==> src/rtl/apb_master_bridge_if.sv <==
// -----------------------------------------------------------------------------
// apb_master_bridge_if
// APB3 bus bundle between the CPU-side bridge (master) and the peripheral
// slaves.
//   PADDR    [31:0]            address of the current transfer
//   PWRITE                     1 = write, 0 = read
//   PENABLE                    high in the ACCESS phase
//   PWDATA   [31:0]            write data
//   PSEL     [SLV_NUM-1:0]     one-hot slave select
//   PRDATA_s [SLV_NUM-1:0][31:0] per-slave read data
//   PREADY_s [SLV_NUM-1:0]     per-slave ready
// -----------------------------------------------------------------------------
interface apb_master_bridge_if #(
   parameter int SLV_NUM = 4
);
   logic [31:0]               PADDR;
   logic                      PWRITE;
   logic                      PENABLE;
   logic [31:0]               PWDATA;
   logic [SLV_NUM-1:0]        PSEL;
   logic [SLV_NUM-1:0][31:0]  PRDATA_s;
   logic [SLV_NUM-1:0]        PREADY_s;

   modport master (
      output PADDR, PWRITE, PENABLE, PWDATA, PSEL,
      input  PRDATA_s, PREADY_s
   );

   modport slave (
      input  PADDR, PWRITE, PENABLE, PWDATA, PSEL,
      output PRDATA_s, PREADY_s
   );
endinterface

==> src/rtl/apb_master_bridge.sv <==
// -----------------------------------------------------------------------------
// apb_master_bridge
// Converts single CPU data-memory requests into APB3 transfers. The target
// slave is decoded from addr[15:12] inside the BASE_ADDR[31:16] region; the
// bridge walks IDLE -> SETUP -> ACCESS -> RESP, waits for the selected
// slave's PREADY (bounded by TIMEOUT ACCESS cycles) and reports completion
// with a one-cycle done pulse plus err.
// Ports:
//   PCLK, PRESET        clock, synchronous active-high reset
//   req, addr, we,      CPU request (sampled only in IDLE), byte address,
//   wdata               direction and write data
//   rdata               last successfully read word (valid with done)
//   done, err           one-cycle completion pulse and its error flag
//   busy                high whenever the bridge is not IDLE
//   apb                 APB master side (PADDR/PWRITE/PENABLE/PWDATA/PSEL out,
//                       PRDATA_s/PREADY_s in); its SLV_NUM must match ours
// -----------------------------------------------------------------------------
module apb_master_bridge #(
   parameter int          SLV_NUM   = 4,
   parameter logic [31:0] BASE_ADDR = 32'h1000_0000,
   parameter int          TIMEOUT   = 16
) (
   input  logic                PCLK,
   input  logic                PRESET,
   input  logic                req,
   input  logic [31:0]         addr,
   input  logic                we,
   input  logic [31:0]         wdata,
   output logic [31:0]         rdata,
   output logic                done,
   output logic                err,
   output logic                busy,
   apb_master_bridge_if.master apb
);

   localparam logic [7:0] TIMEOUT_C = 8'(TIMEOUT);

   typedef enum logic [1:0] {
      IDLE   = 2'd0,
      SETUP  = 2'd1,
      ACCESS = 2'd2,
      RESP   = 2'd3
   } state_t;

   state_t             state_r, state_s;
   logic [SLV_NUM-1:0] sel_r, sel_s, sel_dec_s;
   logic [7:0]         wait_cnt_r, wait_cnt_s;
   logic [31:0]        paddr_r, paddr_s, pwdata_r, pwdata_s, rdata_r, rdata_s;
   logic               pwrite_r, pwrite_s, penable_r, penable_s;
   logic [SLV_NUM-1:0] psel_r, psel_s;
   logic               done_r, done_s, err_r, err_s, busy_r, busy_s;
   logic               hit_s, pready_sel_s;
   logic [31:0]        prdata_sel_s;

   // Decode the CPU address into a one-hot slave select; an index beyond
   // SLV_NUM leaves the select empty, which counts as a miss.
   always_comb begin
      sel_dec_s = '0;
      for (int i = 0; i < SLV_NUM; i++) begin
         sel_dec_s[i] = (addr[15:12] == 4'(i));
      end
      hit_s = (addr[31:16] == BASE_ADDR[31:16]) && (|sel_dec_s);
   end

   // Only the latched slave's PREADY/PRDATA are observed; all others masked.
   always_comb begin
      pready_sel_s = |(apb.PREADY_s & sel_r);
      prdata_sel_s = 32'h0000_0000;
      for (int i = 0; i < SLV_NUM; i++) begin
         prdata_sel_s = prdata_sel_s | (apb.PRDATA_s[i] & {32{sel_r[i]}});
      end
   end

   // Next-state and next-output logic. Outputs are computed for the state
   // being entered so that every bus/CPU output comes straight from a flop.
   always_comb begin
      state_s    = state_r;
      sel_s      = sel_r;
      wait_cnt_s = wait_cnt_r;
      paddr_s    = paddr_r;
      pwrite_s   = pwrite_r;
      pwdata_s   = pwdata_r;
      rdata_s    = rdata_r;
      psel_s     = '0;
      penable_s  = 1'b0;
      done_s     = 1'b0;
      err_s      = 1'b0;
      case (state_r)
         IDLE: begin
            if (req) begin
               paddr_s  = addr;
               pwrite_s = we;
               pwdata_s = wdata;
               sel_s    = sel_dec_s;
               if (hit_s) begin
                  state_s    = SETUP;
                  psel_s     = sel_dec_s;
                  wait_cnt_s = 8'd0;
               end else begin
                  state_s = RESP;
                  done_s  = 1'b1;
                  err_s   = 1'b1;
               end
            end else begin
               state_s = IDLE;
            end
         end
         SETUP: begin
            state_s   = ACCESS;
            psel_s    = sel_r;
            penable_s = 1'b1;
         end
         ACCESS: begin
            if (pready_sel_s) begin
               // PREADY wins even in the cycle the wait budget runs out.
               state_s = RESP;
               done_s  = 1'b1;
               rdata_s = pwrite_r ? rdata_r : prdata_sel_s;
            end else if ((wait_cnt_r + 8'd1) == TIMEOUT_C) begin
               state_s    = RESP;
               wait_cnt_s = wait_cnt_r + 8'd1;
               done_s     = 1'b1;
               err_s      = 1'b1;
            end else begin
               wait_cnt_s = wait_cnt_r + 8'd1;
               psel_s     = sel_r;
               penable_s  = 1'b1;
            end
         end
         RESP: begin
            state_s = IDLE;
         end
         default: begin
            state_s = IDLE;
         end
      endcase
      busy_s = (state_s != IDLE);
   end

   // State and output registers with synchronous reset.
   always_ff @(posedge PCLK) begin
      if (PRESET) begin
         state_r    <= IDLE;
         sel_r      <= '0;
         wait_cnt_r <= 8'd0;
         paddr_r    <= 32'h0000_0000;
         pwrite_r   <= 1'b0;
         pwdata_r   <= 32'h0000_0000;
         rdata_r    <= 32'h0000_0000;
         psel_r     <= '0;
         penable_r  <= 1'b0;
         done_r     <= 1'b0;
         err_r      <= 1'b0;
         busy_r     <= 1'b0;
      end else begin
         state_r    <= state_s;
         sel_r      <= sel_s;
         wait_cnt_r <= wait_cnt_s;
         paddr_r    <= paddr_s;
         pwrite_r   <= pwrite_s;
         pwdata_r   <= pwdata_s;
         rdata_r    <= rdata_s;
         psel_r     <= psel_s;
         penable_r  <= penable_s;
         done_r     <= done_s;
         err_r      <= err_s;
         busy_r     <= busy_s;
      end
   end

   assign apb.PADDR   = paddr_r;
   assign apb.PWRITE  = pwrite_r;
   assign apb.PWDATA  = pwdata_r;
   assign apb.PSEL    = psel_r;
   assign apb.PENABLE = penable_r;
   assign rdata       = rdata_r;
   assign done        = done_r;
   assign err         = err_r;
   assign busy        = busy_r;

endmodule

==> src/flat_wrapper.sv <==
// flat-port wrapper written by rule: the top's interface ports become plain ports
module apb_master_bridge_flat 
#(
   parameter int          SLV_NUM   = 4,
   parameter logic [31:0] BASE_ADDR = 32'h1000_0000,
   parameter int          TIMEOUT   = 16
)
  (PCLK, PRESET, req, addr, we, wdata, rdata, done, err, busy, apb_PADDR, apb_PWRITE, apb_PENABLE, apb_PWDATA, apb_PSEL, apb_PRDATA_s, apb_PREADY_s);
  apb_master_bridge_if #(.SLV_NUM(SLV_NUM)) apb_i ();
  input  logic PCLK;
  input  logic PRESET;
  input  logic req;
  input  logic [31:0] addr;
  input  logic we;
  input  logic [31:0] wdata;
  output logic [31:0] rdata;
  output logic done;
  output logic err;
  output logic busy;
  output wire logic [$bits(apb_i.PADDR)-1:0] apb_PADDR;
  output wire logic [$bits(apb_i.PWRITE)-1:0] apb_PWRITE;
  output wire logic [$bits(apb_i.PENABLE)-1:0] apb_PENABLE;
  output wire logic [$bits(apb_i.PWDATA)-1:0] apb_PWDATA;
  output wire logic [$bits(apb_i.PSEL)-1:0] apb_PSEL;
  input wire logic [$bits(apb_i.PRDATA_s)-1:0] apb_PRDATA_s;
  input wire logic [$bits(apb_i.PREADY_s)-1:0] apb_PREADY_s;
  assign apb_PADDR = apb_i.PADDR;
  assign apb_PWRITE = apb_i.PWRITE;
  assign apb_PENABLE = apb_i.PENABLE;
  assign apb_PWDATA = apb_i.PWDATA;
  assign apb_PSEL = apb_i.PSEL;
  assign apb_i.PRDATA_s = apb_PRDATA_s;
  assign apb_i.PREADY_s = apb_PREADY_s;
  apb_master_bridge #(.SLV_NUM(SLV_NUM), .BASE_ADDR(BASE_ADDR), .TIMEOUT(TIMEOUT)) u_core (.PCLK(PCLK), .PRESET(PRESET), .req(req), .addr(addr), .we(we), .wdata(wdata), .rdata(rdata), .done(done), .err(err), .busy(busy), .apb(apb_i));
endmodule
==> config.mk <==
export PLATFORM = sky130hd
export DESIGN_NAME = apb_master_bridge_flat
export DESIGN_NICKNAME = d
export VERILOG_FILES = /design/src/rtl/apb_master_bridge_if.sv /design/src/rtl/apb_master_bridge.sv /design/src/flat_wrapper.sv
export SDC_FILE = /design/constraint.sdc
export NUM_CORES = 1
export LEC_CHECK = 0
export CORE_ASPECT_RATIO = 0.75
export CORE_MARGIN = 10
export CORE_UTILIZATION = 41
export DETAILED_ROUTE_END_ITERATION = 16
export MAX_ROUTING_LAYER = met4
export PLACE_DENSITY = 0.88
export SETUP_SLACK_MARGIN = 0.3
export SLEW_MARGIN = 20
export SYNTH_ARGS = -nofsm -noshare
export SYNTH_HDL_FRONTEND = slang
export SYNTH_SLANG_ARGS = --single-unit
==> constraint.sdc <==
create_clock -name PCLK -period 4.02 [get_ports PCLK]
set_input_delay 0.402 -clock PCLK [delete_from_list [all_inputs] [get_ports PCLK]]
set_output_delay 0.402 -clock PCLK [all_outputs]
set_load 0.005 [all_outputs]
# Word-level counts from Yosys, hierarchy flattened
# Index checks and enable logic that the tools add are counted.
dict set report op_classes {
  addsub 1
  n_eq_ne 11
  mux 24
  bitwise_logic 9
  reduce_logical 10
}
# op count
set ops {}
lappend ops {{$and A32 B32 Y32} 4}
lappend ops {{$or A32 B32 Y32} 3}
lappend ops {{$mux W8} 3}
lappend ops {{$eq A16 B13 Y1 const B} 1}
lappend ops {{$mux W4} 4}
lappend ops {{$pmux W8 S2} 1}
lappend ops {{$pmux W4 S3} 1}
lappend ops {{$add A8 B1 Y8 const B} 1}
lappend ops {{$eq A4 B2 Y1 const B} 2}
lappend ops {{$eq A8 B5 Y1 const B} 1}
lappend ops {{$mux W2} 4}
lappend ops {{$pmux W2 S4} 1}
lappend ops {{$reduce_or A4 Y1} 2}
lappend ops {{$mux W1} 7}
lappend ops {{$pmux W1 S2} 3}
lappend ops {{$and A4 B4 Y4} 1}
lappend ops {{$eq A2 B2 Y1 const B} 2}
lappend ops {{$eq A4 B1 Y1 const B} 1}
lappend ops {{$logic_not A4 Y1} 1}
lappend ops {{$ne A2 B2 Y1 const B} 2}
lappend ops {{$reduce_and A4 Y1} 1}
lappend ops {{$reduce_bool A2 Y1} 2}
lappend ops {{$reduce_and A3 Y1} 1}
lappend ops {{$eq A2 B1 Y1 const B} 1}
lappend ops {{5 further kinds} 5}
dict set report totals {
  regBits 119
  inputBits 200
  out_inout_bits 105
  word_cells 67
}

# Depth between registers and ports, before layout
# Gate-level depths: netlist of run 1.
dict set report logic_depth {
  ltp_word 7
  ltp_mapped 8
  ltp_nobuf 7
}

# Worst setup path before layout of run 1
# Ideal clock, no wire load.
dict set report synth_timing {
  path_type {flip-flop to flip-flop}
  from {register u_core.state_r[0]}
  to {register u_core.rdata_r[10], in the netlist u_core.rdata[10]}
  setup_ns 0.089
  arrival_time_ns 1.699
  required_ns 3.931
  slack_ns 2.232
  path_stages_with_launch 9
  n_path_buf 2
  period_less_slack_ns 1.788
  path_cell_list {dfxtp_1 > inv_1 > ha_1 > clkbuf_1 > inv_1 > nor3_4 > buf_6 > nor2_1 > a311oi_2}
}
dict set report synth_between {
  elab_chain_cells 2
}
# element line
set synth_lines {}
lappend synth_lines {{start, declared} apb_master_bridge.sv:45} ;# state_t state_r, state_s;
lappend synth_lines {{start signal, assigned} apb_master_bridge.sv:156} ;# state_r <= state_s;
lappend synth_lines {{$eq A2 B2 Y1} apb_master_bridge.sv:88} ;# case (state_r)
lappend synth_lines {{$reduce_and A3 Y1 (no line)} --}
lappend synth_lines {{end signal, assigned} apb_master_bridge.sv:162} ;# rdata_r <= rdata_s;
lappend synth_lines {{end, declared} apb_master_bridge.sv:48} ;# logic [31:0] paddr_r, paddr_s, pwdata_r, pwdata_s, rdata_r, rdata_s;
# Every way passes these cells.
# A chain may end at the register's enable or synchronous reset.

# Worst setup path in the final report of run 1
dict set report layout_timing {
  from {register u_core.state_r[0]}
  to {register u_core.wait_cnt_r[5]}
}
dict set report layout_between {
  elab_chain_cells 3
  word_cells_on_any_way 8
  classes_between {4 x eq/ne; 1 x mux; 3 x reduce/logical}
}
# element line
set layout_lines {}
lappend layout_lines {{$eq A2 B2 Y1 / $logic_not A2 Y1 (equally long branches)} apb_master_bridge.sv:88}
lappend layout_lines {{$ne A2 B2 Y1 (no line), or another cell as far along} --}
lappend layout_lines {{$reduce_and A4 Y1 (no line)} --}
lappend layout_lines {{end signal, assigned} apb_master_bridge.sv:158} ;# wait_cnt_r <= wait_cnt_s;
lappend layout_lines {{end, declared} apb_master_bridge.sv:47} ;# logic [7:0] wait_cnt_r, wait_cnt_s;
# Parallel ways exist; a longest one is shown, timed or not.

==> flow_summary_export.csv, run 1 <==
group,metric,value,unit
critical_path,arrival,2640,ps
yosys,yosysMostFrequentCell,"nand2_1",
clocking,cts_hold_buf,0,
global_route,grt_pass1_wl,31.8,mm
critical_path,crit_type,"reg2reg",
sta,drv_slew,0,
global_route,grt_pass1_vias,5905,
die,die_w,150,um
clocking,root_buffer,"clkbuf_16",
die,die_height,118,um
sta,timing.final.crit_period,2370,ps
place,place_ws,1530,ps
yosys,ys_types,42,
clocking,insertion_delay,410,ps
power_and_ir_drop,power_density,363,nW/um2
critical_path,max_stage_delay,570,ps
critical_path,cp_cell_sequence,"inv_1 -> ha_1 -> nand2_2 -> buf_4 -> nor3_1 -> o21ai_0 -> o21ai_0",
critical_path,slowest_stage,"buf_4",
place,numPortBuffers,304,
sta,finalCritPeriodShare,59.0,%
yosys,synth.ff_latch_count,119,
yosys,synth_top_area_share,45.8,%
global_route,grt_usage,23.3,%
critical_path,ff2ff_setup_slack,1650,ps
final_layout,syn_to_final_growth,70.1,%
sta,slew-limit-headroom,40.9,%
die,core,12300,um2
power_and_ir_drop,cellLeakagePower,2.97,nW
die,fp.dieArea,17700,um2
sta,grt_setup_unrepaired,"false",
sta,hold_viol,0,
die,start_util,42.2,%
place,dp.final_hpwl,15.7,mm
final_layout,finalNetCount,1094,
route,viasPerCell,5.41,
clocking,htree_levels,4,
sta,tightest_slew,887,ps
route,via_count,5784,
outcome,status,"finished clean",
yosys,syn_area,5210,um2
place,gp_congestion,0.855,
hold_path,hold_class,"reg2reg",
sta,fin_ws,1650,ps
route,wl,20.9,mm
yosys,synthArstFlopShare,0,%
final_layout,nFillCells,951,
final_layout,drive_gt1_share,8.43,%
clocking,ctsResizeCount,0,
route,drtAntennaViolNets,0,
power_and_ir_drop,switching_share,25.0,%
job,maxCapViolations,0,
yosys,ys_seq_area_share,45.8,%
clocking,cts_tree,"yes",
power_and_ir_drop,power.internal,0.00241,W
yosys,synth_area_leaders,"dfxtp_1, nand2_1, a22oi_1, a311oi_2, a21oi_1",
route,wl_per_cell,19.6,um
die,pin_count,305,
route,drt-initial-drc-count,416,
global_route,grt_start_max_net_pins,72,
yosys,ys_warn_count,0,
sta,clock_skew,11.8,ps
power_and_ir_drop,irDropWorstVdd,0.000306,V
yosys,synthCells,611,
sta,setup_viol,0,
yosys,yosysTopAreaCell,"dfxtp_1",
power_and_ir_drop,pwr-share-seq,39.3,%
power_and_ir_drop,pwr-share-clk,44.4,%
route,drc,0,
yosys,synth_common_cells,"nand2_1, dfxtp_1, a21oi_1, a22oi_1, nor2_1",
yosys,ys.flop_type,"dfxtp_1",
critical_path,path_max_fanout,71,
power_and_ir_drop,combPwrFrac,16.2,%
critical_path,required,4290,ps
clocking,postCtsSetupRepairBufs,0,
yosys,syn_nets,816,
clocking,clkSinkCount,119,
clocking,clkTransAtPathRegs,50,ps
clocking,cts_buffers,17,
critical_path,cpMostUsedCell,"o21ai_0",
global_route,grt-ovfl-total,0,
clocking,clk_path_buf_depth,2,
yosys,synth_area_per_cell,8.52,um2
global_route,grt_antenna_before_repair,1,
power_and_ir_drop,p_sw,0.000804,W
route,first_pass_iters,5,
critical_path,end_kind,"register",
yosys,synth_edf_count,0,
sta,fmax,0.422,GHz
sta,finalSetupTns,0,ps
die,rows,35,
critical_path,startpoint_type,"register",
[flip-flops by register name, indices dropped and copies added, names as in the netlist]
name / flops
u_core.done: 1
u_core.apb.PWRITE: 1
u_core.apb.PWDATA: 32
u_core.rdata: 32
u_core.state_r: 2
u_core.apb.PSEL: 4
u_core.sel_r: 4
u_core.apb.PENABLE: 1
u_core.apb.PADDR: 32
u_core.busy: 1
u_core.err: 1
u_core.wait_cnt_r: 8
[path summary, 6_finish.rpt]
path	cells after the start	startpoint	endpoint
hold / removal	2	u_core.apb.PADDR[15]	u_core.apb.PADDR[15]
setup / recovery	7	u_core.state_r[0]	u_core.wait_cnt_r[5]
setup reg to reg	7	u_core.state_r[0]	u_core.wait_cnt_r[5]
hold reg to reg	2	u_core.apb.PADDR[15]	u_core.apb.PADDR[15]
[final cells by class]
cell class / instances / area [um2] / area share, %
Antenna cell: 1 / 2.50 / 0.0283
Clock inverter: 14 / 126 / 1.43
Inverter: 8 / 30.0 / 0.339
Clock buffer: 18 / 439 / 4.96
Sequential cell: 119 / 2380 / 26.9
Timing Repair Buffer: 312 / 3110 / 35.2
Tap cell: 166 / 208 / 2.35
Multi-Input combinational cell: 431 / 2550 / 28.8
[cell usage in the layout, fill, tap and decap left out, types with 2 or more instances in the layout]
cell,synthesis,final
nand2b_1,2,2
ha_1,5,5
nor2_1,43,43
clkdlybuf4s50_1,0,303
or3_1,3,3
nand2_1,148,147
nor4_1,6,6
o31ai_1,3,3
inv_1,8,8
a22oi_2,2,2
o21ai_0,9,9
o211ai_1,3,3
clkinv_2,0,3
a21boi_0,2,2
a311oi_1,4,4
a21oi_1,79,79
a311oi_2,28,28
clkbuf_16,0,17
a22oi_1,64,64
clkinvlp_4,0,5
clkinv_4,0,3
buf_4,4,8
and2_1,4,3
inv_6,0,2
o311ai_0,4,4
nand3_1,5,5
dfxtp_1,119,119
[power by group through the flow]
stage               combinational [W]  clock (W)  sequential, W
finish                       0.000522    0.00143        0.00126
global route                 0.000564    0.00151        0.00127
CTS                          0.000523    0.00146        0.00126
detailed placement           0.000520          0        0.00129
global placement             0.000513          0        0.00129
floorplan                    0.000161          0        0.00129
[cells by family after synthesis]
family | synth area share [%]
and+or+nand+nor | 17.4
buffers and inverters | 5.24
AOI/OAI and AO/OA | 30.2
muxes | 0.192
adders and majority gates | 1.20
DFF | 45.8
[per-stage QoR]
stage                     total power [W]  std cells  area (um2)  hold WS [ps]  util, %
after floorplan                   0.00145        611        5210           434        -
after global placement            0.00180       1036        8290           440     67.1
after detailed placement          0.00181       1036        8290           446     67.1
after CTS                         0.00325       1068        8850           453     71.7
after global routing              0.00334       1069        8860           470     71.7
final                             0.00321       1069        8860           451     71.7
[worst max-delay path: cells and delay by family (launching register included)]
family / cells / cell delay, ps
simple gates: 2 / 280
flops: 1 / 410
fa+ha+maj: 1 / 260
buf+inv: 2 / 660
compound gates: 2 / 590
[per-layer routing]
layer	vias up	GRT usage (%)	wire length (um)
li1	2757	-	-
met1	2711	25.5	8230
met2	285	37.5	10300
met3	31	9.14	2050
met4	0	8.18	378
met5	-	-	0
(Power assumes the default switching activity.)
==> run 2, diff against run 1 <==
- CORE_UTILIZATION: 41 -> 34
- PLACE_DENSITY: 0.88 -> 0.78
- clock period: 4.02 -> 1.9 ns (I/O delays scaled with it)
==> run 2 against run 1 <==
Effect of this change:
- sequential share of layout area down 1.6 points
- clock power grew 140%
- die area rose by 17%
- worst setup slack worse by 1400 ps
- design area is 7.0% higher
- wire length up 5.5%
- register-to-register slack got worse by 1400 ps
- via count shrank 0.21%
- clock-buffer cell count unchanged
- critical endpoint is now u_core.wait_cnt_r[4]
==> flow_summary_export.csv, run 2 (synthesized netlist as in run 1, its figures left out) <==
group,metric,value,unit
outcome,status,"finished clean",
global_route,grt_antenna_before_repair,1,
sta,tightest_slew,505,ps
clocking,insertion_delay,410,ps
final_layout,multi_input_area,2710,um2
route,drt-initial-drc-count,447,
die,rows,39,
die,die_w,163,um
clocking,root_buffer,"clkbuf_16",
sta,fin_ws,216,ps
clocking,clk_path_buf_depth,2,
route,wl_met1,8.88,mm
global_route,grt-ovfl-total,0,
clocking,cts_buffers,17,
route,dr_wl_met2,11.2,mm
route,drtAntennaViolNets,0,
final_layout,ff_latch_area,2390,um2
critical_path,ff2ff_setup_slack,220,ps
critical_path,startpoint_type,"register",
route,via_count,5772,
critical_path,end_kind,"register",
global_route,grt_pass1_wl,32.9,mm
clocking,cts_tree,"yes",
route,wl,22.1,mm
critical_path,crit_type,"reg2reg",
die,die_height,127,um
clocking,htree_levels,4,
place,numPortBuffers,304,
final_layout,syn_to_final_growth,82.0,%
power_and_ir_drop,irDropWorstVdd,0.000650,V
sta,finalCritPeriodShare,88.6,%
sta,grt_setup_unrepaired,"true",
place,place_ws,-297,ps
global_route,grt_usage,20.6,%
sta,hold_viol,0,
clocking,clkSinkCount,119,
final_layout,final_cell_mix,"clkdlybuf4s50_1, nand2_1, dfxtp_1",
route,viasPerCell,5.07,
global_route,grt_start_max_net_pins,71,
place,dp.final_hpwl,16.0,mm
place,gp_congestion,0.935,
clocking,cts_hold_buf,0,
final_layout,finalNetCount,1125,
power_and_ir_drop,cellLeakagePower,3.24,nW
final_layout,final_core_util,62.6,%
sta,drv_slew,0,
die,core,15100,um2
sta,hold_slack,174,ps
die,start_util,34.4,%
critical_path,path_max_fanout,4,
job,maxCapViolations,0,
power_and_ir_drop,power_density,768,nW/um2
route,highest_layer,"met4",
sta,fmax,0.594,GHz
route,drc,0,
critical_path,arrival,2020,ps
sta,slew-limit-headroom,66.0,%
hold_path,hold_class,"in2reg",
route,first_pass_iters,5,
sta,clock_skew,12.4,ps
place,dpl_cell_area,8520,um2
sta,timing.final.crit_period,1680,ps
power_and_ir_drop,total_power,0.00728,W
die,pin_count,305,
final_layout,layout_commonest_cell,"clkdlybuf4s50_1",
die,fp.dieArea,20700,um2
final_layout,final_area,9480,um2
critical_path,required,2240,ps
sta,setup_viol,0,
final_layout,drive_gt1_share,14.6,%
route,met3_length,1.74,mm
global_route,grt_pass1_vias,5677,
clocking,clkTransAtPathRegs,60,ps
route,wl_per_cell,19.4,um
final_layout,nFillCells,1285,
run 2: worst paths after layout:
check / cells after the start / startpoint / endpoint
hold / removal: 3 / addr[19] / u_core.apb.PADDR[19]
setup reg to reg: 6 / u_core.state_r[1] / u_core.wait_cnt_r[4]
setup / recovery: 6 / u_core.state_r[1] / u_core.wait_cnt_r[4]
hold reg to reg: 2 / u_core.apb.PADDR[17] / u_core.apb.PADDR[17]
run 2: stage by stage:
step / setup TNS (ps) / cells
finish: 0 / 1139
global route: 0 / 1139
CTS: 0 / 1133
detailed placement: -3640 / 1092
global placement: -2010 / 1092
floorplan: 0 / 611
run 2: cell type report:
cell class,instances,area share (%)
clock inverter,14,2.11
antenna,1,0.0264
inverter,8,0.370
tap,205,2.71
multi-input combinational,431,28.6
sequential,119,25.3
timing repair buffer,343,36.3
clock buffer,18,4.53
run 2: critical path, cell delays in order (launching register included):
cell and delay (ps):
dfxtp_4 360, inv_4 70, ha_4 160, nand2_4 50, o31a_1 330, or4b_4 490
a21oi_2 140
run 2: what timing repair did:
item | CTS | global route
cloned | 2 | 1
resized for setup | 33 | 24
pin swaps | 13 | 13
endpoints found under the setup margin | 75 | 85
buffers inserted | 7 | 4
run 2: power by group:
part,internal (W),switching [W],leakage [nW]
Sequential,0.00261,0.0000607,0.973
Clock,0.00221,0.00121,0.302
Combinational,0.000708,0.000481,1.97
Total,0.00553,0.00175,3.24
run 2: layer usage:
metal,track usage [%],vias to the layer above
met3,7.57,22
met5,-,-
li1,-,2818
met2,35.0,230
met1,23.1,2702
met4,3.49,0
==> run 3, diff against run 2 <==
- CORE_MARGIN: 10 -> unset
- CORE_UTILIZATION: 34 -> 41
- GPL_ROUTABILITY_DRIVEN: unset -> 0
- PLACE_DENSITY: 0.78 -> 0.88
- clock period: 1.9 -> 2.14 ns (I/O delays scaled with it)
==> run 3 against run 2 <==
Effect of this change:
- combinational power down 13%
- critical endpoint unchanged
- die area down 36%
- worst hold slack worse by 110 ps
- first-iteration DRC count up 10%
- global-route usage up 7.4 points
- sequential share of layout area up 0.60 points
- register-to-register slack about the same
- utilization up 12 points
==> flow_summary_export.csv, run 3 (synthesized netlist as in run 1, its figures left out) <==
group,metric,value,unit
route,met3_length,1.69,mm
sta,setup_viol,0,
route,wl_met1,7.80,mm
critical_path,required,2470,ps
route,first_pass_iters,6,
route,wl_per_cell,17.5,um
global_route,grt_pass1_wl,28.1,mm
power_and_ir_drop,p_sw,0.00153,W
global_route,grt_antenna_before_repair,1,
final_layout,finalNetCount,1114,
sta,fmax,0.521,GHz
job,maxCapViolations,0,
route,drtAntennaViolNets,0,
die,fp.dieArea,13200,um2
die,die_w,132,um
place,dp.final_hpwl,12.8,mm
global_route,grt_usage,28.0,%
power_and_ir_drop,pwr-share-seq,38.2,%
power_and_ir_drop,power.internal,0.00469,W
outcome,status,"finished clean",
place,dpl_cell_area,8370,um2
critical_path,end_kind,"register",
route,drc,0,
global_route,grt_pass1_vias,5527,
power_and_ir_drop,cellLeakagePower,3.19,nW
clocking,insertion_delay,400,ps
final_layout,layout_commonest_cell,"clkdlybuf4s50_1",
final_layout,syn_to_final_growth,77.0,%
clocking,clkSinkCount,119,
power_and_ir_drop,irDropWorstVdd,0.000484,V
power_and_ir_drop,pwr-share-clk,45.2,%
clocking,clk_path_buf_depth,2,
route,dr_wl_met2,9.19,mm
die,die_height,99.6,um
global_route,grt_start_max_net_pins,71,
die,rows,35,
global_route,grt-ovfl-total,0,
die,pin_count,305,
clocking,clkTransAtPathRegs,60,ps
final_layout,final_area,9210,um2
sta,grt_setup_unrepaired,"true",
route,viasPerCell,5.39,
critical_path,crit_type,"reg2reg",
clocking,htree_levels,4,
clocking,cts_tree,"yes",
die,core,12300,um2
critical_path,arrival,2250,ps
route,wl,19.1,mm
sta,clock_skew,12.4,ps
power_and_ir_drop,switching_share,24.6,%
route,highest_layer,"met4",
place,numPortBuffers,304,
hold_path,hold_class,"in2reg",
critical_path,startpoint_type,"register",
clocking,cts_buffers,17,
sta,slew-limit-headroom,49.9,%
clocking,root_buffer,"clkbuf_16",
sta,timing.final.crit_period,1920,ps
power_and_ir_drop,combPwrFrac,16.6,%
sta,hold_viol,0,
route,drt-initial-drc-count,492,
critical_path,path_max_fanout,5,
final_layout,nFillCells,909,
power_and_ir_drop,power_density,675,nW/um2
route,via_count,5867,
final_layout,final_cell_mix,"clkdlybuf4s50_1, nand2_1, dfxtp_1",
sta,tightest_slew,751,ps
die,start_util,42.2,%
final_layout,drive_gt1_share,11.9,%
sta,finalCritPeriodShare,89.7,%
sta,finalSetupTns,0,ps
sta,drv_slew,0,
==> run 3: power groups by stage <==
stage | Sequential (W) | Clock [W] | Combinational (W)
2_1_floorplan | 0.00243 | 0 | 0.000303
6_report | 0.00237 | 0.00281 | 0.00104
3_3_place_gp | 0.00241 | 0 | 0.000970
3_5_place_dp | 0.00242 | 0 | 0.000980
4_1_cts | 0.00237 | 0.00285 | 0.000994
5_1_grt | 0.00239 | 0.00297 | 0.00111
==> run 3: area by class of cell <==
type,instances,area (um2),share of cell area [%]
Clock buffer,18,439,4.77
Timing Repair Buffer,331,3350,36.4
Multi-Input combinational cell,432,2650,28.7
Antenna cell,1,2.50,0.0272
Tap cell,166,208,2.25
Sequential cell,119,2380,25.9
Inverter,8,33.8,0.367
Clock inverter,14,149,1.62
==> run 3: layer usage <==
layer,vias up,global-route usage [%]
met5,-,-
met4,0,9.84
met3,37,8.87
met2,292,45.7
met1,2745,32.5
li1,2793,-
==> run 3: through the flow <==
step	worst slack [ps]	power, W	util, %	cells	hold WS, ps
global placement	-77.0	0.00338	67.7	1043	441
global route	197	0.00646	74.6	1089	48.5
CTS	293	0.00621	72.8	1078	42.0
finish	220	0.00622	74.6	1089	65.2
detailed placement	-149	0.00340	67.7	1043	446
floorplan	352	0.00273	-	611	310
==> run 3: worst paths after layout <==
kind | startpoint | end | slack (ps) | cells after the start
setup / recovery | u_core.state_r[0] | u_core.wait_cnt_r[4] | 220 | 8
setup reg to reg | u_core.state_r[0] | u_core.wait_cnt_r[4] | 220 | 8
hold reg to reg | u_core.apb.PWDATA[6] | u_core.apb.PWDATA[6] | 450 | 2
hold / removal | PRESET | u_core.wait_cnt_r[0] | 70 | 2
==> run 3: timing repair <==
item	CTS	global route
gates cloned	1	2
endpoints found under the setup margin	40	112
hold buffers	0	0
pin swaps	4	10
resized for setup	4	26
setup buffers	2	8
==> run 3: worst max-delay path: stages, from the launching register on <==
cell and delay, ps:
dfxtp_2 370, inv_2 50, buf_4 130, ha_4 170
inv_2 90, nand2_1 130, o31a_1 210, or4b_1 570
a21oi_2 140
